`src/rtl/pc_redirect_unit_pkg.sv`:
```
`default_nettype none
// ============================================================================
// Module      : pc_redirect_unit_pkg
// Description : Shared definitions for the PC redirect unit. It holds the
//               control-state encoding {RUN, STALL, FLUSH}, the default reset
//               PC and the instruction size used for sequential fetch.
// Revision    : 1.0 - initial release
// ============================================================================
package pc_redirect_unit_pkg;

    // Control-state encoding, explicit 2-bit width
    localparam logic [1:0] c_st_run   = 2'd0;
    localparam logic [1:0] c_st_stall = 2'd1;
    localparam logic [1:0] c_st_flush = 2'd2;

    localparam logic [31:0] c_reset_pc_default = 32'h0000_0000;
    localparam logic [31:0] c_instr_size       = 32'd4;

    // Width of the flush down-counter; it covers FLUSH_CYCLES values 1..7
    localparam int c_flush_cnt_w = 3;

    // Force a branch target onto a word boundary
    function automatic logic [31:0] align_word(input logic [31:0] addr);
        return {addr[31:2], 2'b00};
    endfunction

endpackage : pc_redirect_unit_pkg
`default_nettype wire

```
`src/rtl/pc_flush_timer.sv`:
```
`default_nettype none
// ============================================================================
// Module      : pc_flush_timer
// Description : Loadable down-counter that times the pipeline flush window
//               after an accepted redirect.
//   clk        in  : clock, rising edge
//   rst        in  : synchronous active-high reset
//   i_load     in  : redirect accepted this edge, so reload to FLUSH_CYCLES
//   o_active   out : registered, high for the FLUSH_CYCLES cycles after a load
//   o_first    out : registered, high in the first cycle of a window
//   o_expiring out : counter is 1, so the window closes at the next edge
// Revision    : 1.0 - initial release
// ============================================================================
module pc_flush_timer
    import pc_redirect_unit_pkg::*;
#(
    parameter int FLUSH_CYCLES = 2
) (
    input  logic clk,
    input  logic rst,
    input  logic i_load,
    output logic o_active,
    output logic o_first,
    output logic o_expiring
);

    localparam logic [c_flush_cnt_w-1:0] c_load_val = c_flush_cnt_w'(FLUSH_CYCLES);

    logic [c_flush_cnt_w-1:0] r_cnt;
    logic [c_flush_cnt_w-1:0] w_cnt_next;
    logic                     r_active;
    logic                     r_first;

    // A reload always wins, so a back-to-back redirect restarts the window
    always_comb begin
        w_cnt_next = r_cnt;
        if (i_load) begin
            w_cnt_next = c_load_val;
        end else if (r_cnt != '0) begin
            w_cnt_next = r_cnt - 1'b1;
        end
    end

    always_ff @(posedge clk) begin
        if (rst) begin
            r_cnt    <= '0;
            r_active <= 1'b0;
            r_first  <= 1'b0;
        end else begin
            r_cnt    <= w_cnt_next;
            // Flag flops track the next count so the flush outputs come
            // straight from registers.
            r_active <= (w_cnt_next != '0);
            r_first  <= i_load;
        end
    end

    assign o_active   = r_active;
    assign o_first    = r_first;
    assign o_expiring = (r_cnt == c_flush_cnt_w'(1));

endmodule : pc_flush_timer
`default_nettype wire

```
`src/rtl/pc_redirect_unit.sv`:
```
`default_nettype none
// ============================================================================
// Module      : pc_redirect_unit
// Description : Owns the fetch PC. It applies branch redirects from EX,
//               honours hazard stalls and drives the IF/ID and ID/EX flushes
//               that cover wrong-path slots.
//   Clk, Rst           : clock and synchronous active-high reset
//   PCSrc, PCNew       : redirect request and redirect target
//   Stall              : hold the PC for the hazard unit
//   InstrAddr, PCPlus4 : fetch address (registered) and fetch address + 4
//   PCWrite            : the PC loads or advances this cycle
//   FlushIFID/IDEX     : registered pipeline-register clears
//   Misaligned         : sticky flag for a target with nonzero low bits
//   RedirectCount      : count of accepted redirects, wraps modulo 2^CNT_W
// Configuration macro : BRANCH_DELAY_SLOT_EN. When it is defined, the first
//               cycle of each window does not flush IF/ID, because the slot
//               after the branch is architectural.
// Revision    : 1.0 - initial release
// ============================================================================
module pc_redirect_unit
    import pc_redirect_unit_pkg::*;
#(
    parameter logic [31:0] RESET_PC     = c_reset_pc_default,
    parameter int          FLUSH_CYCLES = 2,
    parameter int          CNT_W        = 16
) (
    input  logic             Clk,
    input  logic             Rst,
    input  logic             PCSrc,
    input  logic [31:0]      PCNew,
    input  logic             Stall,
    output logic [31:0]      InstrAddr,
    output logic [31:0]      PCPlus4,
    output logic             PCWrite,
    output logic             FlushIFID,
    output logic             FlushIDEX,
    output logic             Misaligned,
    output logic [CNT_W-1:0] RedirectCount
);

`ifdef BRANCH_DELAY_SLOT_EN
    localparam logic c_delay_slot = 1'b1;
`else
    localparam logic c_delay_slot = 1'b0;
`endif

    logic [31:0]      r_pc;
    logic [1:0]       r_state;
    logic [1:0]       w_state_next;
    logic             r_misaligned;
    logic [CNT_W-1:0] r_redirect_count;
    logic             w_flush_active;
    logic             w_flush_first;
    logic             w_flush_expiring;

    pc_flush_timer #(
        .FLUSH_CYCLES (FLUSH_CYCLES)
    ) u_flush_timer (
        .clk        (Clk),
        .rst        (Rst),
        .i_load     (PCSrc),
        .o_active   (w_flush_active),
        .o_first    (w_flush_first),
        .o_expiring (w_flush_expiring)
    );

    // A redirect overrides a stall, because the stalled instruction is on
    // the wrong path anyway.
    always_comb begin
        w_state_next = r_state;
        if (PCSrc) begin
            w_state_next = c_st_flush;
        end else if (r_state == c_st_flush) begin
            if (w_flush_expiring) begin
                w_state_next = Stall ? c_st_stall : c_st_run;
            end
        end else begin
            w_state_next = Stall ? c_st_stall : c_st_run;
        end
    end

    always_ff @(posedge Clk) begin
        if (Rst) begin
            r_pc             <= RESET_PC;
            r_state          <= c_st_run;
            r_misaligned     <= 1'b0;
            r_redirect_count <= '0;
        end else begin
            r_state <= w_state_next;
            if (PCSrc) begin
                r_pc             <= align_word(PCNew);
                r_redirect_count <= r_redirect_count + CNT_W'(1);
                if (PCNew[1:0] != 2'b00) begin
                    r_misaligned <= 1'b1;
                end
            end else if (!Stall) begin
                r_pc <= r_pc + c_instr_size;
            end
        end
    end

    assign InstrAddr     = r_pc;
    assign PCPlus4       = r_pc + c_instr_size;
    assign PCWrite       = PCSrc | ~Stall;
    assign FlushIDEX     = w_flush_active;
    assign FlushIFID     = w_flush_active & ~(w_flush_first & c_delay_slot);
    assign Misaligned    = r_misaligned;
    assign RedirectCount = r_redirect_count;

endmodule : pc_redirect_unit
`default_nettype wire

```
`config.mk`:
```
export PLATFORM = sky130hd
export DESIGN_NAME = pc_redirect_unit
export DESIGN_NICKNAME = d
export VERILOG_FILES = /design/src/rtl/pc_redirect_unit_pkg.sv /design/src/rtl/pc_flush_timer.sv /design/src/rtl/pc_redirect_unit.sv
export SDC_FILE = /design/constraint.sdc
export NUM_CORES = 1
export LEC_CHECK = 0
export CAP_MARGIN = 20
export CORE_UTILIZATION = 29
export DETAILED_ROUTE_END_ITERATION = 16
export HOLD_SLACK_MARGIN = 0.15
export PLACE_DENSITY = 0.67
export SLEW_MARGIN = 20
export SYNTH_ARGS = -nofsm -noshare
export SYNTH_HDL_FRONTEND = slang
export SYNTH_HIERARCHICAL = 1
export SYNTH_SLANG_ARGS = --single-unit
```
`constraint.sdc`:
```
create_clock -name Clk -period 2.8 [get_ports Clk]
set_input_delay 0.42 -clock Clk [delete_from_list [all_inputs] [get_ports Clk]]
set_output_delay 0.42 -clock Clk [all_outputs]
set_load 0.02 [all_outputs]
```
After elaboration in Yosys (flattened, before gate mapping) --
Cells that the tools add are included.
Storage, ports and cells: register bits after elaboration 53, latch bits 0, RAM bits 0, memory bits (read-only) 0, bits of input ports 36, output and inout port bits 84, word-level logic and storage cells 21, memories 0
Cells by class: $add $sub $neg 3, multiply operators 0, div/mod/pow operators 0, $lt $le $gt $ge 0, equality and inequality tests 1, shift-type cells 0, muxes and demuxes 4, bitwise gates (word level) 2, reductions and logical operators 5
Operators by type and width (count):
- 2-to-1 mux 32 bit | 2
- adder 32 x 3 -> 32 bit (second input constant) | 1
- adder 16 x 1 -> 16 bit (second input constant) | 1
- 2-to-1 mux 3 bit | 2
- nonzero test 3 bit | 2
- subtractor 3 x 1 -> 3 bit (second input constant) | 1
- inequality test 2 bit (second input constant) | 1
- AND reduction 2 bit | 1
- nonzero test 2 bit | 1
- OR reduction 2 bit | 1
- NOT 1 bit | 1
- OR 1 bit | 1

Depth between registers and ports, before layout --
word-level depth 4, mapped depth 6

Hierarchy --
Netlist, hierarchy kept.
By module, submodules not included:
- pc_redirect_unit | times used 1, cells each 372, area an instance 2961.6 um^2
- pc_flush_timer | times used 1, cells each 26, area an instance 267.8 um^2

Worst setup path before layout --
Ideal clock, no wire load.
path kind reg2out, from register r_pc[2], in the netlist InstrAddr[2], to output PCPlus4[28], arrival 2.419 ns, setup slack -0.039 ns, cell stages (with the launch flop) 7, path buffers 1, cell sequence dfxtp_1 > ha_1 > nand3_1 > or4_4 > buf_6 > or3_1 > xnor2_1
Between the ends: longest elaborated chain between the ends 1
Ends and longest elaborated chain:
- start: declaration | RTL line pc_redirect_unit.sv:47 | logic [31:0] r_pc;
- start signal: assignment | RTL line pc_redirect_unit.sv:91 | r_pc <= align_word(PCNew);
- start signal: assignment | RTL line pc_redirect_unit.sv:97 | r_pc <= r_pc + c_instr_size;
- adder 32 x 3 -> 32 bit | RTL line pc_redirect_unit.sv:103 | assign PCPlus4 = r_pc + c_instr_size;
- end: declaration | RTL line pc_redirect_unit.sv:33 | output logic [31:0] PCPlus4,
Every way passes these cells.

Worst setup path in the final report --
from register r_pc[3], in the netlist InstrAddr[3], to output PCPlus4[28]
Same word-level chain as after synthesis.

==> reports/summary.txt <==
Share of cells above drive strength 1 - 13.6%
Max FO, Critical Path - 2
CP required - 2380 ps
GPL Wtd Cong - 0.880
Crit start category - flop
Core Util, Final - 45.6%
Vias/cell - 5.09
Post-route cell area - 0.00477 mm^2
Number of global-route vias before repair - 3,208
DP Area - 0.00467 mm^2
Largest net degree at the start of global routing - 48
Data arrival time of the critical path - 2330 ps
Antenna violations before repair - 0
CP delay by family, top - simple AND/OR/NAND/NOR gates
Root Driver - clkbuf_8
Drt drc - 0
Peak VDD IR - 187 uV
All-Layer GR Usage - 16.7%
Worst Slack Setup Final - 46.1 ps
Synth Warn # - 6
HPWL Detailed - 7370 um
Detail Route Antenna Nets - 0
Post-Route WL - 9640 um
Post-route minimum period - 2750 ps
Total CTS buffers - 5
Area growth, synth to finish - 49.9%
PwrDens - 375 mW/mm^2
RSZ-0062 raised after global routing - true
Pre-CTS WS - 10.8 ps
Worst Max-Slew Pin Slew - 501 ps
Pleak - 1.82 nW
DRT Pass-1 Iters - 4
CTS tree - yes
Critical Path Max Stage Delay - 540 ps
Worst Path Buf+Inv - 1
Reg clk slew, reported paths - 90 ps
Die width - 107 um
H-tree depth - 2
Die Y - 107 um
Crit end category - primary output
Mapped cell area - 0.00318 mm^2
Max Root-Sink Buffers - 2
Ant diodes - 0
Status - completed
Clock sinks - 51
Via Count - 3,384
Worst-Skew Late Latency - 300 ps
Hold Buf Count CTS - 0
Initial Utilization - 30.4%
Critical-path cell list - ha_1, nand3_1, or4_4, or3_1, xnor2_2, clkdlybuf4s15_2
Final worst-path cycle share - 98.4%
Nets - 568
Mapped Avg Cell Area - 8.08 um^2
Final setup TNS - 0 ps
Clock Skew - 8.03 ps
Critical setup path kind - flop to primary output
Inst Count DP - 656
I/O pin total - 120
Worst Hold Class - flop to flop
Row Count - 37
Die area - 0.0114 mm^2
Final Setup Violations - 0
Port Buf Inserts - 115
First-pass GRT wire length - 15,400 um
Grt ovf - 0
Final Instance Count excl. Fillers - 665
Slowest CP cell - or4_4
Fin. Hold Viols - 0
Core area - 0.0105 mm^2
Max frequency - 0.363 GHz
Post-synthesis cell count - 394
Hold Slack - 454 ps
Slew Limit Fails - 0
Avg WL per Cell - 14.5 um
DRC marker count from the first detailed-route iteration - 120
Max Cap Violations - 0
Overall power - 1.79 mW
Slew HR - 66.2%
## path summary, 6_finish.rpt
kind,slack [ps],end,from,depth (start not counted)
max,50,PCPlus4[28],InstrAddr[3],6
min,450,Misaligned,Misaligned,2
max reg2reg,460,InstrAddr[26],InstrAddr[3],7
min reg2reg,450,Misaligned,Misaligned,2
## flip-flops by register name (all words and copies together), names as in the netlist
register and cells:
u_flush_timer/r_cnt 3, RedirectCount 16, u_flush_timer/o_active 1, Misaligned 1, InstrAddr 30
## layout make-up
class | count | area [um^2]
fillers | 1070 | 5690
multi-input cells | 299 | 2000
repair buffers | 157 | 1430
flip-flops and latches | 51 | 1020
well taps | 136 | 170
clock buffers | 8 | 100
inverters | 14 | 52.6
## layout by cell type, fill, tap and decap left out, types with 7 or more instances in the layout
cell and instances:
dfxtp_1 51, clkdlybuf4s50_1 94, a311oi_1 11, a211oi_1 12, nand4_1 12, buf_4 42
nor2_1 52, xnor2_1 27, clkbuf_8 7, dlygate4sd2_1 11, inv_1 14, nor3_1 12
nand3_1 19, a21oi_1 8, nand2_1 23, xor2_1 23
## timing repair
| item | CTS | global route |
|---|---|---|
| buffers inserted | 0 | 1 |
| pin swaps | 1 | 3 |
| gates resized for setup | 22 | 15 |
| endpoints found under the setup margin | 15 | 11 |
| hold endpoints to repair | 0 | 0 |
## where the power goes
group          switching (mW)  leakage (nW)  internal, mW  total, mW
Combinational           0.263          1.35         0.251      0.514
Clock                   0.242        0.0515         0.226      0.469
Sequential             0.0404         0.420         0.766      0.807
## per-layer routing
metal | up-vias | wire length (um) | global-route usage (%)
li1 | 1681 | - | -
met1 | 1582 | 4330 | 21.5
met2 | 107 | 4600 | 28.3
met3 | 14 | 575 | 3.28
met4 | 0 | 141 | 4.70
met5 | - | 0 | 0
## tightest hold or removal path, stage by stage, from the launching register on
cell and delay [ps]:
dfxtp_1 320, inv_1 50, a21oi_1 50
Power figures use the tool's default switching activity.
